$ cat config.mk
export PLATFORM = sky130hd
export DESIGN_NAME = key_debounce_multi
export DESIGN_NICKNAME = d
export VERILOG_FILES = /design/src/rtl/debounce_pkg.sv /design/src/rtl/debounce_ch.sv /design/src/rtl/key_debounce_multi.sv
export SDC_FILE = /design/constraint.sdc
export NUM_CORES = 1
export LEC_CHECK = 0
export CORE_ASPECT_RATIO = 2
export CORE_MARGIN = 10
export CORE_UTILIZATION = 45
export DETAILED_ROUTE_END_ITERATION = 6
export GPL_TIMING_DRIVEN = 1
export SYNTH_ARGS = -nofsm -noshare
export SYNTH_HDL_FRONTEND = slang
export SYNTH_SLANG_ARGS = --single-unit
export TNS_END_PERCENT = 50
$ cat constraint.sdc
create_clock -name clk -period 2.3 [get_ports clk]
set_input_delay 0.46 -clock clk [delete_from_list [all_inputs] [get_ports clk]]
set_output_delay 0.46 -clock clk [all_outputs]
set_load 0.01 [all_outputs]
$ cat src/rtl/debounce_pkg.sv
// Shared defaults for the multi-channel key debouncer, including the
// 50 MHz / 20 ms hold-time derivation and the per-cycle counter action type.
package debounce_pkg;

  localparam int unsigned CLK_HZ      = 50_000_000;
  localparam int unsigned DEBOUNCE_MS = 20;

  localparam int unsigned DEF_NUM_CH          = 4;
  localparam int unsigned DEF_CNT_W           = 20;
  localparam int unsigned DEF_DEBOUNCE_CYCLES = (CLK_HZ / 1000) * DEBOUNCE_MS;

  typedef enum logic [1:0] {
    ACT_CLEAR  = 2'd0,
    ACT_COUNT  = 2'd1,
    ACT_ACCEPT = 2'd2
  } cnt_act_e;

endpackage

$ cat src/rtl/debounce_ch.sv
// Single debounce channel: 2-flop synchroniser, hold counter and, when
// KEY_DEBOUNCE_EDGE_EN is defined, registered rise/fall pulses.
module debounce_ch
  import debounce_pkg::*;
#(
  parameter int unsigned CNT_W           = DEF_CNT_W,
  parameter int unsigned DEBOUNCE_CYCLES = DEF_DEBOUNCE_CYCLES,
  parameter logic        INIT_LEVEL      = 1'b1
) (
  input  logic clk,
  input  logic rstn,
  input  logic in,
  input  logic en,
  output logic out,
  output logic rise,
  output logic fall
);

  localparam logic [CNT_W-1:0] LAST = CNT_W'(DEBOUNCE_CYCLES - 1);

  logic [1:0]       sync;
  logic [CNT_W-1:0] cnt;
  cnt_act_e         act;

  always_ff @(posedge clk or negedge rstn) begin
    if (!rstn) sync <= {2{INIT_LEVEL}};
    else       sync <= {sync[0], in};
  end

  // Any cycle without an enabled mismatch discards accumulated credit.
  always_comb begin
    act = ACT_CLEAR;
    if (en && (sync[1] != out)) act = (cnt == LAST) ? ACT_ACCEPT : ACT_COUNT;
  end

  always_ff @(posedge clk or negedge rstn) begin
    if (!rstn) begin
      cnt <= '0;
      out <= INIT_LEVEL;
    end else begin
      case (act)
        ACT_COUNT: cnt <= cnt + CNT_W'(1);
        default:   cnt <= '0;
      endcase
      if (act == ACT_ACCEPT) out <= sync[1];
    end
  end

`ifdef KEY_DEBOUNCE_EDGE_EN
  always_ff @(posedge clk or negedge rstn) begin
    if (!rstn) begin
      rise <= 1'b0;
      fall <= 1'b0;
    end else begin
      rise <= (act == ACT_ACCEPT) &&  sync[1];
      fall <= (act == ACT_ACCEPT) && !sync[1];
    end
  end
`else
  assign rise = 1'b0;
  assign fall = 1'b0;
`endif

endmodule

$ cat src/rtl/key_debounce_multi.sv
// NUM_CH independent key debouncers; rise/fall pulses exist only when
// KEY_DEBOUNCE_EDGE_EN is defined, otherwise they are tied to 0.
module key_debounce_multi
  import debounce_pkg::*;
#(
  parameter int unsigned NUM_CH          = DEF_NUM_CH,
  parameter int unsigned CNT_W           = DEF_CNT_W,
  parameter int unsigned DEBOUNCE_CYCLES = DEF_DEBOUNCE_CYCLES,
  parameter logic        INIT_LEVEL      = 1'b1
) (
  input  logic              clk,
  input  logic              rstn,
  input  logic [NUM_CH-1:0] in,
  input  logic [NUM_CH-1:0] en,
  output logic [NUM_CH-1:0] out,
  output logic [NUM_CH-1:0] rise,
  output logic [NUM_CH-1:0] fall
);

  if (NUM_CH < 1 || NUM_CH > 32) begin : g_bad_num_ch
    $error("key_debounce_multi: NUM_CH must be 1..32");
  end

  if (CNT_W < 1 || CNT_W > 32 || DEBOUNCE_CYCLES == 0 ||
      64'(DEBOUNCE_CYCLES) >= (64'd1 << CNT_W)) begin : g_bad_cycles
    $error("key_debounce_multi: DEBOUNCE_CYCLES must be 1..2^CNT_W-1");
  end

  for (genvar g = 0; g < NUM_CH; g++) begin : g_ch
    debounce_ch #(
      .CNT_W          (CNT_W),
      .DEBOUNCE_CYCLES(DEBOUNCE_CYCLES),
      .INIT_LEVEL     (INIT_LEVEL)
    ) u_ch (
      .clk (clk),
      .rstn(rstn),
      .in  (in[g]),
      .en  (en[g]),
      .out (out[g]),
      .rise(rise[g]),
      .fall(fall[g])
    );
  end

endmodule
==> impl_metrics.ini, run 1 <==
[logic_synthesis]
yosysSeqAreaShare_pct = 50.6
synth_ff_type = dfrtp_1
async_reset_ff_share_pct = 100
synth_top_area_share_pct = 43.7
synth_cell_types = 44
synthesis.area_um2 = 4580
synth_top_area_cell = dfrtp_1
ys_ff_latch = 92
synth_commonest_cells = 80 x dfrtp_1, 72 x nor2_1, 36 x xnor2_1
ys_warn_count = 0
synth_edf_count = 0
synthTopCellsByArea = dfrtp_1 44%, dfstp_2 6.9%, xnor2_1 6.9%
avgSynthCellArea_um2 = 10.1
synth_cells = 452
synth.most_common_cell = dfrtp_1

[floorplanning]
ios = 22
rows = 52
die_area_um2 = 14900
coreArea_um2 = 10000
fp.dieW_um = 91.4
start_util_pct = 45.7
fp.dieH_um = 163

[critical_path]
worst_setup_path_end_kind = register
reg2reg_slack_ps = 370
reg2reg_to = g_ch[2].u_ch.cnt[18]
reg2reg_depth = 5
path_class = reg -> reg
worstPathRequired_ps = 2560
critPathMaxFanout = 7
arrival_ps = 2200
r2r_start = g_ch[2].u_ch.cnt[0]
crit_path_start_kind = register

[drt]
final_antenna_net_count = 0
vias = 3249
wl_per_cell_um = 14.1
wl_um = 8640
drt_pass1_iterations = 4
drc_errors = 0
viasPerCell = 5.31
drtIter0Drc = 108

[placement]
place.gp.congestion = 0.822
place_inst = 596
dp_hpwl_um = 6190
io_buffers = 13
dpl_cell_area_um2 = 4860

[clock_tree]
ctsHtreeMaxLevel = 3
post_cts_buffers = 0
ctsRootBufferMaster = clkbuf_16
clk_path_buf_depth = 2
worstSkewPairLatency_ps = 340
tritoncts = built
numCtsBuffers = 9
clock_sinks = 92
ctsResizeCount = 0
ctsHoldBuffers = 0
clk_pin_slew_worst_paths_ps = 60

[layout]
fillers = 942
final_cells = 612
final_layout_size_suffix_gt1_share_pct = 12.2
fin_area_um2 = 5180
syn_to_final_growth_pct = 12.9
final_core_util_pct = 51.7
nets = 486
insertedDiodeCount = 0

[power_and_ir_drop]
swShare_pct = 20.4
finalPower_mw = 3.33
power_density_nw_per_um2 = 643
clkPwrFrac_pct = 47.4
power.internal_mw = 2.65
pwr-share-seq_pct = 49.5
comb_power_share_pct = 3.0
leakagePower_nw = 2.03
switchingPower_uw = 678
peakVddDrop_uv = 468

[sta]
fmax_ghz = 0.517
hold_viol = 0
skew_ps = 5.77
fin_crit_sh_pct = 84.1
fin_crit_ps = 1930
setup_viol = 0
setup_tns_ps = 0
rsz0062_at_grt = false
finalMaxSlewViolations = 0

[global_route]
grt-ovfl-total = 0
antenna_found_initial = 0
grt_pass1_vias = 3361
grt_max_degree = 47
grt_pass1_wl_um = 15400
grt.total_usage_pct = 12.4

[flow_run]
cap_violations = 0

[status]
status = finished clean

[min_path]
hp-class = in -> async
state kept, by name, indices dropped and copies added (netlist names):
name            count
g_ch.u_ch.out       4
g_ch.u_ch.sync      8
g_ch.u_ch.cnt      80
worst max path at each step:
stage / start / depth (start not counted) / slack [ps] / endpoint
6_report: g_ch[2].u_ch.cnt[0] / 5 / 370 / g_ch[2].u_ch.cnt[18]
5_1_grt: g_ch[2].u_ch.cnt[0] / 5 / 120 / g_ch[2].u_ch.cnt[18]
2_1_floorplan: g_ch[1].u_ch.cnt[0] / 6 / 510 / g_ch[1].u_ch.cnt[10]
3_3_place_gp: g_ch[3].u_ch.cnt[6] / 5 / 420 / g_ch[3].u_ch.cnt[6]
3_5_place_dp: g_ch[2].u_ch.cnt[0] / 5 / 390 / g_ch[2].u_ch.cnt[18]
4_1_cts: g_ch[2].u_ch.cnt[0] / 5 / 360 / g_ch[2].u_ch.cnt[18]
per-stage QoR:
step | hold WS, ps | setup slack, ps
after global placement | 347 | 422
after floorplan | 164 | 511
final | 67.7 | 366
after detailed placement | 347 | 390
after CTS | 70.9 | 363
after global routing | 90.5 | 123
per-layer routing:
metal	vias up	global-route usage [%]	part of all wire, %
met2	22	22.7	56
met1	1600	13.3	40
met4	0	6.23	2.2
met5	-	0	0
met3	15	2.26	1.8
li1	1612	-	-
worst max-delay path, stage by stage (launching register included):
cell,delay (ps)
dfrtp_1,400
ha_1,250
nand4_2,220
nor4_1,450
or3b_1,390
a21oi_1,150
power by group through the flow:
stage | clock [mW] | combinational [mW] | sequential (mW)
finish | 1.58 | 0.101 | 1.65
global route | 1.70 | 0.118 | 1.65
CTS | 1.63 | 0.105 | 1.65
detailed placement | 0 | 0.105 | 1.68
global placement | 0 | 0.103 | 1.68
floorplan | 0 | 0.0508 | 1.68
layout by cell type (no fill, tap or decap), drive strengths merged, types with 6 or more instances in the layout:
master | netlist | routed
dfrtp | 80 | 80
nor2 | 72 | 72
xnor2 | 36 | 36
nand3 | 28 | 28
nand4 | 28 | 28
xor2 | 25 | 25
inv | 20 | 20
nand2 | 17 | 17
nor4 | 16 | 16
a21oi | 15 | 15
dfstp | 12 | 12
clkdlybuf4s50 | 0 | 12
clkbuf | 0 | 12
buf | 21 | 11
nor3 | 10 | 10
or4 | 10 | 10
o31ai | 9 | 9
conb | 1 | 8
or3 | 6 | 6
logic make-up after synthesis:
family,after synthesis,share of synthesized area [%]
AOI/OAI and AO/OA,34,5.00
adders and majority gates,4,1.09
xor gates and xnor gates,61,11.7
buffers and inverters,41,4.61
DFF,92,50.6
other,1,0.0818
muxes,4,0.983
and+or+nand+nor,215,26.0
final cells by class:
class | count | area, µm² | area share, %
Clock buffer | 12 | 246 | 4.76
Clock inverter | 4 | 72.6 | 1.40
Inverter | 20 | 75.1 | 1.45
Multi-Input combinational cell | 326 | 2080 | 40.2
Sequential cell | 92 | 2320 | 44.8
Tap cell | 135 | 169 | 3.26
Timing Repair Buffer | 23 | 215 | 4.16
Power figures use the tool's default switching activity.
==> inputs of run 2 (changes only) <==
clock period = 1.92 ns   (was 2.3 ns; I/O delays follow)
==> impl_metrics.ini, run 2 (synthesized netlist as in run 1, its figures left out) <==
[sta]
hold_viol = 0
skew_ps = 6.95
rsz0062_at_grt = false
finalMaxSlewViolations = 0
fin_crit_ps = 1820
layout_setup_ws_ps = 101
fmax_ghz = 0.550
fin_crit_sh_pct = 94.7
setup_viol = 0
setup_tns_ps = 0

[drt]
wl_per_cell_um = 14.8
vias = 3426
final_antenna_net_count = 0
drtIter0Drc = 143
viasPerCell = 5.37
drc_errors = 0
wl_um = 9460
drt_pass1_iterations = 4

[critical_path]
cp_top_family = flip-flops
reg2reg_slack_ps = 110
path_depth = 1
crit_path_start_kind = register
crit_start = g_ch[3].u_ch.out
worst_path_max_delay_cell = dfstp_2
reg2reg_to = g_ch[2].u_ch.cnt[9]
cpPeakStageDelay_ps = 550
setup.worst_path.end = out[3]
r2r_start = g_ch[2].u_ch.cnt[0]
cp_num_buf_inv = 1
worstPathRequired_ps = 1540
path_class = reg -> out
critPathMaxFanout = 3
reg2reg_depth = 7
arrival_ps = 1440
worstPathCellList = clkdlybuf4s50_1
worst_setup_path_end_kind = output port

[floorplanning]
die_area_um2 = 14900
fp.dieW_um = 91.4
coreArea_um2 = 10000
ios = 22
fp.dieH_um = 163
rows = 52
start_util_pct = 45.7

[layout]
layout_common_cells = 80 x dfrtp_1, 72 x nor2_1, 36 x xnor2_1
largest-register = g_ch.u_ch.cnt
syn_to_final_growth_pct = 18.5
largest_reg_flops = 80
top_regs = g_ch.u_ch.cnt (80), g_ch.u_ch.sync (8), g_ch.u_ch.out (4)
insertedDiodeCount = 0
nets = 512
mostFrequentLayoutCell = dfrtp_1
fillers = 916
final_layout_size_suffix_gt1_share_pct = 17.5

[clock_tree]
tritoncts = built
ctsHtreeMaxLevel = 3
clk_pin_slew_worst_paths_ps = 60
worstSkewPairLatency_ps = 340
numCtsBuffers = 9
clock_sinks = 92
clk_path_buf_depth = 2
ctsRootBufferMaster = clkbuf_16

[global_route]
grt_max_degree = 30
grt-ovfl-total = 0
grt_pass1_vias = 3624
grt_pass1_wl_um = 16600
antenna_found_initial = 0
grt.total_usage_pct = 13.6

[placement]
dp_slack_ps = 68.5
dp_hpwl_um = 6860
place.gp.congestion = 0.830
io_buffers = 13

[power_and_ir_drop]
power_density_nw_per_um2 = 723
peakVddDrop_uv = 490
leakagePower_nw = 2.16

[status]
status = finished clean

[min_path]
hp-class = reg -> reg

[flow_run]
cap_violations = 0
run 2: final cells by class:
cell class / instances / area, µm² / area share [%]
Clock inverter: 4 / 47.5 / 0.876
Timing Repair Buffer: 49 / 442 / 8.13
Clock buffer: 12 / 256 / 4.72
Multi-Input combinational cell: 326 / 2120 / 39.1
Inverter: 20 / 75.1 / 1.38
Sequential cell: 92 / 2320 / 42.7
Tap cell: 135 / 169 / 3.11
run 2: what timing repair did:
item / in CTS / in global routing
hold endpoints to repair: 22 / 0
hold buffers: 1 / 0
setup buffers: 0 / 2
resized for setup: 0 / 7
endpoints found under the setup margin: 0 / 35
run 2: worst min-delay path by stage:
stage	startpoint	endpoint	slack [ps]	depth (start not counted)
global placement	rstn	g_ch[3].u_ch.cnt[14]	350	1
CTS	g_ch[0].u_ch.sync[0]	g_ch[0].u_ch.sync[1]	360	0
finish	g_ch[0].u_ch.sync[0]	g_ch[0].u_ch.sync[1]	350	0
global route	g_ch[0].u_ch.sync[0]	g_ch[0].u_ch.sync[1]	360	0
floorplan	rstn	g_ch[0].u_ch.cnt[0]	90	0
detailed placement	rstn	g_ch[3].u_ch.cnt[13]	350	1
run 2: power breakdown:
part | switching, mW | total, mW | internal (mW) | leakage, nW
combinational | 0.0894 | 0.144 | 0.0548 | 0.776
sequential | 0.0137 | 1.98 | 1.96 | 1.24
clock | 0.729 | 1.81 | 1.08 | 0.149
total | 0.832 | 3.92 | 3.09 | 2.16
run 2: routing by layer:
| layer | part of all wire (%) | global-route usage [%] | up-vias | wire [µm] |
|---|---|---|---|---|
| met1 | 38 | 13.7 | 1690 | 3550 |
| met5 | 0 | 0 | - | 0 |
| met4 | 2.8 | 5.95 | 0 | 264 |
| met3 | 2.4 | 3.05 | 18 | 227 |
| li1 | - | - | 1661 | - |
| met2 | 57 | 25.6 | 57 | 5410 |
run 2: metrics by stage:
| step | utilization [%] | total power [mW] | hold WS [ps] | instance area, µm² | instances |
|---|---|---|---|---|---|
| 2_1_floorplan | - | 2.07 | 88.4 | 4610 | 459 |
| 3_3_place_gp | 50.4 | 2.15 | 346 | 5050 | 618 |
| 3_5_place_dp | 50.4 | 2.15 | 348 | 5050 | 618 |
| 4_1_cts | 53.5 | 3.97 | 355 | 5360 | 635 |
| 5_1_grt | 54.2 | 4.07 | 362 | 5430 | 638 |
| 6_report | 54.2 | 3.92 | 354 | 5430 | 638 |
==> inputs of run 3 (changes only) <==
SKIP_CTS_REPAIR_TIMING = 1   (was default)
SLEW_MARGIN = 0   (was default)
==> impl_metrics.ini, run 3 (synthesized netlist as in run 1, its figures left out) <==
[global_route]
grt_max_degree = 30
antenna_found_initial = 0
grt.total_usage_pct = 13.6
grt_pass1_wl_um = 16600
grt_pass1_vias = 3624
grt-ovfl-total = 0

[critical_path]
cp_num_buf_inv = 1
crit_path_start_kind = register
worst_setup_path_end_kind = output port
r2r_start = g_ch[2].u_ch.cnt[0]
reg2reg_to = g_ch[2].u_ch.cnt[9]
cp_top_family = flip-flops
arrival_ps = 1430
worst_path_max_delay_cell = dfstp_2
reg2reg_depth = 7
cpPeakStageDelay_ps = 550
critPathMaxFanout = 3
worstPathRequired_ps = 1540
reg2reg_slack_ps = 110
worstPathCellList = clkdlybuf4s50_1
path_class = reg -> out

[layout]
final_cells = 637
nets = 511
mostFrequentLayoutCell = dfrtp_1
insertedDiodeCount = 0
final_layout_size_suffix_gt1_share_pct = 17.5
largest_reg_flops = 80
largest-register = g_ch.u_ch.cnt
layout_common_cells = 80 x dfrtp_1, 72 x nor2_1, 36 x xnor2_1
top_regs = g_ch.u_ch.cnt (80), g_ch.u_ch.sync (8), g_ch.u_ch.out (4)
syn_to_final_growth_pct = 18.3

[drt]
routed-wl-met2_um = 5420
wl_um = 9470
wl_per_cell_um = 14.9
met1_length_um = 3580
viasPerCell = 5.39
final_antenna_net_count = 0
vias = 3433
drtIter0Drc = 128
drc_errors = 0
routed.top_layer = met4
drt_pass1_iterations = 4
wl_met3_um = 190

[placement]
dp_hpwl_um = 6860
dp_slack_ps = 68.5
place.gp.congestion = 0.830
io_buffers = 13
place_inst = 618

[sta]
fmax_ghz = 0.550
layout_setup_ws_ps = 102
skew_ps = 7.01
fin_crit_sh_pct = 94.7
fin_crit_ps = 1820
finalMaxSlewViolations = 0
setup_tns_ps = 0
rsz0062_at_grt = false
hold_viol = 22
setup_viol = 0
holdWs_ps = -22.5

[floorplanning]
ios = 22
fp.dieH_um = 163
rows = 52
fp.dieW_um = 91.4
coreArea_um2 = 10000
die_area_um2 = 14900
start_util_pct = 45.7

[clock_tree]
ctsHtreeMaxLevel = 3
ctsRootBufferMaster = clkbuf_16
worstSkewPairLatency_ps = 340
clk_pin_slew_worst_paths_ps = 70
clock_sinks = 92
tritoncts = built
numCtsBuffers = 9
clk_path_buf_depth = 2

[flow_run]
cap_violations = 0

[power_and_ir_drop]
leakagePower_nw = 2.16
peakVddDrop_uv = 490
power_density_nw_per_um2 = 724

[status]
status = complete, but fails checks
violations = negative hold slack

[min_path]
hp-class = in -> async
==> run 3: where the power goes <==
part	switching (mW)	internal [mW]	leakage (nW)	total, mW
Combinational	0.0891	0.0535	0.772	0.143
Clock	0.731	1.08	0.149	1.81
Sequential	0.0137	1.96	1.24	1.98
==> run 3: through the flow <==
stage	hold slack [ps]	util [%]	power, mW	instance area (µm²)
final	-22.5	54.1	3.93	5420
after global routing	4.80	54.1	4.07	5420
after CTS	-12.9	53.4	3.97	5350
after detailed placement	348	50.4	2.15	5050
after global placement	346	50.4	2.15	5050
after floorplan	88.4	-	2.07	4610
==> run 3: how the worst max path moves through the flow <==
stage	startpoint	end	depth (start not counted)
5_1_grt	g_ch[1].u_ch.cnt[0]	g_ch[1].u_ch.cnt[18]	5
6_report	g_ch[3].u_ch.out	out[3]	1
3_5_place_dp	g_ch[2].u_ch.cnt[0]	g_ch[2].u_ch.cnt[18]	5
3_3_place_gp	g_ch[2].u_ch.cnt[0]	g_ch[2].u_ch.cnt[18]	5
2_1_floorplan	g_ch[1].u_ch.cnt[0]	g_ch[1].u_ch.cnt[14]	6
4_1_cts	g_ch[2].u_ch.cnt[0]	g_ch[2].u_ch.cnt[18]	5
==> run 3: per-layer routing <==
| layer | GRT usage [%] | up-vias |
|---|---|---|
| met5 | 0 | - |
| met4 | 5.95 | 0 |
| met3 | 3.05 | 22 |
| met2 | 25.6 | 44 |
| met1 | 13.7 | 1706 |
| li1 | - | 1661 |
==> run 3: worst register-to-register path, stage by stage (launching register included) <==
cell and delay [ps]:
dfrtp_1 440, ha_4 180, nand4_2 160, or2_4 280
o211ai_1 160, buf_4 150, clkdlybuf4s15_2 260, nor2_1 60
==> run 3: final cells by class <==
type,instances,area [µm²]
Fill cell,920,4600
Sequential cell,92,2320
Multi-Input combinational cell,326,2120
Timing Repair Buffer,48,432
Clock buffer,12,256
Tap cell,135,169
Inverter,20,75.1
Clock inverter,4,47.5
